[src/rtl/alu_ctrl_pkg.sv]
// Shared definitions for the ALU control stage and the ALU itself.
//   - ALU operation codes (ALUCtrl), main-control class codes (ALUOp)
//   - R-type funct field constants
//   - control-stage state encoding
package alu_ctrl_pkg;

    typedef enum logic [2:0] {
        ALU_AND = 3'b000,
        ALU_OR  = 3'b001,
        ALU_ADD = 3'b010,
        ALU_MUL = 3'b011,
        ALU_SUB = 3'b110,
        ALU_ILL = 3'b111   // ALU drives 0 for this code
    } alu_ctrl_e;

    localparam logic [1:0] ALUOP_ADD   = 2'b00;
    localparam logic [1:0] ALUOP_SUB   = 2'b01;
    localparam logic [1:0] ALUOP_RTYPE = 2'b10;
    localparam logic [1:0] ALUOP_OR    = 2'b11;

    localparam logic [5:0] FUNCT_ADD = 6'h20;
    localparam logic [5:0] FUNCT_SUB = 6'h22;
    localparam logic [5:0] FUNCT_AND = 6'h24;
    localparam logic [5:0] FUNCT_OR  = 6'h25;
    localparam logic [5:0] FUNCT_MUL = 6'h18;

    typedef enum logic [1:0] {
        ST_EMPTY   = 2'b00,
        ST_MULWAIT = 2'b01,
        ST_FULL    = 2'b10
    } stage_state_e;

endpackage

[src/rtl/alu_ctrl_decode.sv]
// Combinational ALU control decode.
// Ports:
//   ALUOp_i   [1:0]  main-control class
//   funct_i   [5:0]  R-type function field
//   ALUCtrl_o [2:0]  ALU operation code
//   illegal_o        funct not decodable (R-type only)
module alu_ctrl_decode
    import alu_ctrl_pkg::*;
(
    input  logic [1:0] ALUOp_i,
    input  logic [5:0] funct_i,
    output logic [2:0] ALUCtrl_o,
    output logic       illegal_o
);

    always_comb begin
        ALUCtrl_o = ALU_ILL;
        illegal_o = 1'b0;
        case (ALUOp_i)
            ALUOP_ADD: ALUCtrl_o = ALU_ADD;
            ALUOP_SUB: ALUCtrl_o = ALU_SUB;
            ALUOP_OR:  ALUCtrl_o = ALU_OR;
            default: begin
                case (funct_i)
                    FUNCT_ADD: ALUCtrl_o = ALU_ADD;
                    FUNCT_SUB: ALUCtrl_o = ALU_SUB;
                    FUNCT_AND: ALUCtrl_o = ALU_AND;
                    FUNCT_OR:  ALUCtrl_o = ALU_OR;
                    FUNCT_MUL: ALUCtrl_o = ALU_MUL;
                    default: begin
                        ALUCtrl_o = ALU_ILL;
                        illegal_o = 1'b1;
                    end
                endcase
            end
        endcase
    end

endmodule

[src/rtl/alu_ctrl_stage.sv]
// ALU control pipeline stage: decodes ALUOp/funct and holds one beat
// toward the ALU with valid/ready handshakes on both sides. MUL beats
// are held back MUL_WAIT cycles before being offered downstream.
//
//   state   | meaning
//   --------+--------------------------------------------------------
//   EMPTY   | no beat held; accepting upstream
//   MULWAIT | MUL beat held, counting down before offering it
//   FULL    | beat offered downstream; accepts a new one on retire
//
// Ports:
//   clk_i, rst_i (sync, active-low)
//   valid_i/ready_o, ALUOp_i, funct_i, data1_i, data2_i, rd_i  upstream
//   flush_i                                                    discard
//   valid_o/ready_i, ALUCtrl_o, data1_o, data2_o, rd_o, illegal_o downstream
module alu_ctrl_stage
    import alu_ctrl_pkg::*;
#(
    parameter int MUL_WAIT = 1
) (
    input  logic        clk_i,
    input  logic        rst_i,
    input  logic        valid_i,
    output logic        ready_o,
    input  logic [1:0]  ALUOp_i,
    input  logic [5:0]  funct_i,
    input  logic [31:0] data1_i,
    input  logic [31:0] data2_i,
    input  logic [4:0]  rd_i,
    input  logic        flush_i,
    output logic        valid_o,
    input  logic        ready_i,
    output logic [2:0]  ALUCtrl_o,
    output logic [31:0] data1_o,
    output logic [31:0] data2_o,
    output logic [4:0]  rd_o,
    output logic        illegal_o
);

    localparam logic [2:0] MUL_LOAD = (MUL_WAIT == 0) ? 3'd0 : 3'(MUL_WAIT - 1);

    stage_state_e state_q, state_d;
    logic [2:0]   cnt_q, cnt_d;
    logic [2:0]   dec_code;
    logic         dec_illegal;
    logic         capture;
    logic         to_mulwait;

    alu_ctrl_decode u_decode (
        .ALUOp_i   (ALUOp_i),
        .funct_i   (funct_i),
        .ALUCtrl_o (dec_code),
        .illegal_o (dec_illegal)
    );

    always_comb begin
        state_d    = state_q;
        cnt_d      = cnt_q;
        ready_o    = 1'b0;
        valid_o    = 1'b0;
        capture    = 1'b0;
        to_mulwait = (dec_code == ALU_MUL) && (MUL_WAIT != 0);

        case (state_q)
            ST_EMPTY: ready_o = 1'b1;
            ST_FULL: begin
                valid_o = 1'b1;
                ready_o = ready_i;
            end
            default: ;
        endcase

        if (flush_i)
            ready_o = 1'b0;
        capture = valid_i && ready_o && !flush_i;

        case (state_q)
            ST_EMPTY: begin
                if (capture) begin
                    state_d = to_mulwait ? ST_MULWAIT : ST_FULL;
                    cnt_d   = to_mulwait ? MUL_LOAD : 3'd0;
                end
            end
            ST_MULWAIT: begin
                if (cnt_q == 3'd0)
                    state_d = ST_FULL;
                else
                    cnt_d = cnt_q - 3'd1;
            end
            ST_FULL: begin
                if (ready_i) begin
                    if (capture) begin
                        state_d = to_mulwait ? ST_MULWAIT : ST_FULL;
                        cnt_d   = to_mulwait ? MUL_LOAD : 3'd0;
                    end else begin
                        state_d = ST_EMPTY;
                    end
                end
            end
            default: state_d = ST_EMPTY;
        endcase

        if (flush_i) begin
            state_d = ST_EMPTY;
            cnt_d   = 3'd0;
        end
    end

    always_ff @(posedge clk_i) begin
        if (!rst_i) begin
            state_q   <= ST_EMPTY;
            cnt_q     <= 3'd0;
            ALUCtrl_o <= 3'b000;
            data1_o   <= 32'd0;
            data2_o   <= 32'd0;
            rd_o      <= 5'd0;
            illegal_o <= 1'b0;
        end else begin
            state_q <= state_d;
            cnt_q   <= cnt_d;
            // Payload only moves on capture, which keeps it stable under backpressure.
            if (capture) begin
                ALUCtrl_o <= dec_code;
                data1_o   <= data1_i;
                data2_o   <= data2_i;
                rd_o      <= rd_i;
                illegal_o <= dec_illegal;
            end
        end
    end

endmodule

[config.mk]
export PLATFORM = sky130hd
export DESIGN_NAME = alu_ctrl_stage
export DESIGN_NICKNAME = d
export VERILOG_FILES = /design/src/rtl/alu_ctrl_pkg.sv /design/src/rtl/alu_ctrl_decode.sv /design/src/rtl/alu_ctrl_stage.sv
export SDC_FILE = /design/constraint.sdc
export NUM_CORES = 1
export LEC_CHECK = 0
export ABC_AREA = 1
export CORE_ASPECT_RATIO = 1.75
export CORE_MARGIN = 2
export CORE_UTILIZATION = 43
export CTS_CLUSTER_SIZE = 10
export DETAILED_ROUTE_END_ITERATION = 7
export MAX_ROUTING_LAYER = met4
export PLACE_DENSITY_LB_ADDON = 0.3
export SYNTH_ARGS = -nofsm -noshare
export SYNTH_HDL_FRONTEND = slang
export SYNTH_HIERARCHICAL = 1
export SYNTH_SLANG_ARGS = --single-unit
export TNS_END_PERCENT = 30
[constraint.sdc]
create_clock -name clk_i -period 2.4 [get_ports clk_i]
set_input_delay 0.36 -clock clk_i [delete_from_list [all_inputs] [get_ports clk_i]]
set_output_delay 0.36 -clock clk_i [all_outputs]
set_load 0.02 [all_outputs]
==> impl_metrics.yaml <==
worst_setup_path:
  r2r_setup_slack_ps: 950
  r2r-start: "state_q[0]"
  cpPeakStageDelay_ps: 620
  timing_worst_setup_path_type: "input pin to output port"
  cp_max_fo: 3
  slowest_stage: "clkdlybuf4s50_1"
  crit_path_frequent_cell: "clkdlybuf4s50_1"
  cp.required_ps: 2040
  cp_cell_sequence: "clkdlybuf4s50_1 -> nor2_2 -> nand2_1 -> inv_1 -> clkdlybuf4s50_1"
  start_kind: "input pin"
  r2r_end: "data1_o[24]"
  cp_data_arrival_time_ps: 1680
  critPathCaptureType: "output port"
  rr_worst_depth: 6
placement:
  gp_routability_congestion: 0.835
  dp.final_hpwl_mm: 6.24
  port_buffers: 156
synth:
  synthXorXnorAreaFrac_pct: 0
  synth_compound_area_share_pct: 13.7
  synthAdderAreaFrac_pct: 0.824
  async_flop_share_pct: 0
  synth_area_leaders: "dfxtp_1 (51%), nand2_1 (20%), a21oi_1 (13%)"
  synth_top_area_share_pct: 51.4
  synthesis.nets: 494
  yosysMostFrequentCell: "nand2_1"
  synth_top_family_by_area: "simple AND/OR/NAND/NOR gates"
  netlist_top_cells_count: "nand2_1 (165), a21oi_1 (78), dfxtp_1 (78)"
  synth_edf_count: 0
  synth.mux.area_fraction_pct: 0
  yosys_register_bits: 78
  synth-main-ff-cell: "dfxtp_1"
  post_synth_and_or_nand_nor_area_fraction_pct: 25.8
  synthCells: 410
  synth_cell_type_count: 19
  synth.avg_cell_area_sq_um: 7.40
  synthesis.area_sq_um: 3040
  synth_area_leader_cell: "dfxtp_1"
  yosys_warnings: 6
  synth.yosys.seq_area_share_pct: 51.4
die:
  design.core.area_sq_um: 6860
  die_w_um: 67.5
  dieArea_sq_um: 7770
  start_util_pct: 44.3
  ios: 157
  die_y_um: 115
  std_cell_rows: 40
sta:
  rsz0062_at_grt: "false"
  timing.final.max_slew_violations: 0
  fmax_mhz: 491
  fin_worst_skew_ps: 5.12
  whs_ps: 461
  worst_pin_slew_ps: 377
  relSlewSlack_pct: 74.8
  setup_tns_ps: 0
  hold_viol: 0
  layout_min_cycle_time_ps: 2040
  fin_crit_sh_pct: 84.9
  setup_violations: 0
power_and_ir_drop:
  peakVddDrop_mv: 0.519
  swShare_pct: 23.5
  p_int_mw: 2.46
  p_sw_mw: 0.755
  powerDensity_nw_per_um2: 655
  p_leak_nw: 1.88
  power_frac_clock_pct: 40.6
  seqPwrFrac_pct: 43.1
  power_frac_comb_pct: 16.3
cells_and_area:
  diodes: 0
  nets: 644
  nFillCells: 540
  area_growth_syn_to_layout_pct: 61.6
  drive_above_1_share_pct: 4.61
clocking:
  cts_max_path_buffers: 2
  post_cts_buffers: 0
  htree_levels: 3
  cts_tree: "built"
  clock-root-buffer: "clkbuf_16"
  cts-hold-fix-buffers: 0
  clock_sinks: 78
  cts_buffers: 9
  clk_pin_slew_ps: 50
  post_cts_resize_count: 0
  worstSkewPairLatency_ps: 330
route:
  routed_via_density: 4.82
  postRouteAntennaNets: 0
  firstDrtPassIters: 6
  post-route-drc-count: 0
  vias: 3125
  drtIter0Drc: 135
  routed_wl_mm: 8.64
  detail_route.wl_per_cell_um: 13.3
flow_run:
  maxCapViolCount: 0
min_path:
  hold_depth: 2
  min-delay-start: "data2_o[3]"
  hold_class: "flip-flop to flip-flop"
  hold_path_end: "data2_o[3]"
grt:
  grt_overflow: 0
  grt_util_all_layers_pct: 22.7
  grt_pass1_vias: 2866
  grt_pass1_wl_mm: 12.9
  grt_max_degree: 54
  antenna_found_initial: 0
status:
  status: "complete, no violations"
placed cells by master, fill, tap and decap left out:
master and n:
bufinv_16 1, inv_2 3, o21ai_0 2, clkdlybuf4s50_1 156, buf_4 5, a21oi_1 78, nand3b_1 1, nand2_1 165
ha_1 2, clkbuf_16 9, nor2_2 3, nand3_2 1, or2_1 1, nor3_1 1, inv_1 21, dfxtp_1 78
clkbuf_8 1, a21oi_2 1, clkbuf_1 4, a21boi_0 1, buf_12 2, nor2_1 19, nand3_1 9
metal layers:
metal / GRT usage [%] / up-vias / part of all wire [%]
li1: - / 1585 / -
met1: 21.8 / 1416 / 36
met2: 41.4 / 108 / 55
met3: 4.70 / 16 / 5.6
met4: 10.6 / 0 / 2.4
met5: - / - / 0
worst max-delay path, delay by kind of cell:
kind | cells | cell delay [ps]
buffers and inverters | 3 | 1130
and+or+nand+nor | 2 | 190
flip-flops by register name (all words and copies together), names as in the netlist:
| register | cells |
|---|---|
| ALUCtrl_o | 3 |
| rd_o | 5 |
| state_q | 2 |
| cnt_q | 3 |
| illegal_o | 1 |
| data1_o | 32 |
| data2_o | 32 |
worst max path at each step:
stage	from	endpoint
global placement	flush_i	ready_o
CTS	flush_i	ready_o
detailed placement	flush_i	ready_o
floorplan	funct_i[5]	state_q[1]
global route	flush_i	ready_o
finish	flush_i	ready_o
area by class of cell:
type / count / area, sq um / share of cell area, %
Sequential cell: 78 / 1560 / 31.8
Tap cell: 84 / 105 / 2.14
Inverter: 24 / 90.1 / 1.84
Clock inverter: 1 / 30.0 / 0.612
Timing Repair Buffer: 163 / 1640 / 33.4
Clock buffer: 14 / 254 / 5.18
Multi-Input combinational cell: 284 / 1220 / 25.0
stage by stage:
step | area [sq um] | std cells | worst slack, ps | power (mW) | util (%)
final | 4900 | 648 | 362 | 3.21 | 71.5
after global routing | 4900 | 648 | 319 | 3.34 | 71.5
after CTS | 4900 | 648 | 360 | 3.24 | 71.5
after detailed placement | 4620 | 633 | 361 | 1.94 | 67.4
after global placement | 4620 | 633 | 357 | 1.93 | 67.4
after floorplan | 3040 | 410 | 1070 | 1.65 | -
power by group through the flow:
stage	Sequential (mW)	Clock, mW	Combinational, mW
after floorplan	1.48	0	0.166
after global placement	1.41	0	0.516
after detailed placement	1.41	0	0.525
after CTS	1.39	1.33	0.528
after global routing	1.39	1.38	0.564
final	1.39	1.30	0.524
logic make-up after synthesis:
family                   after synthesis
adder cells (fa/ha/maj)                2
AND/OR/NAND/NOR                      200
AO/OA/AOI/OAI                         82
flip-flops                            78
buffers and inverters                 48
Note: power is estimated with default switching activity, not from simulation.
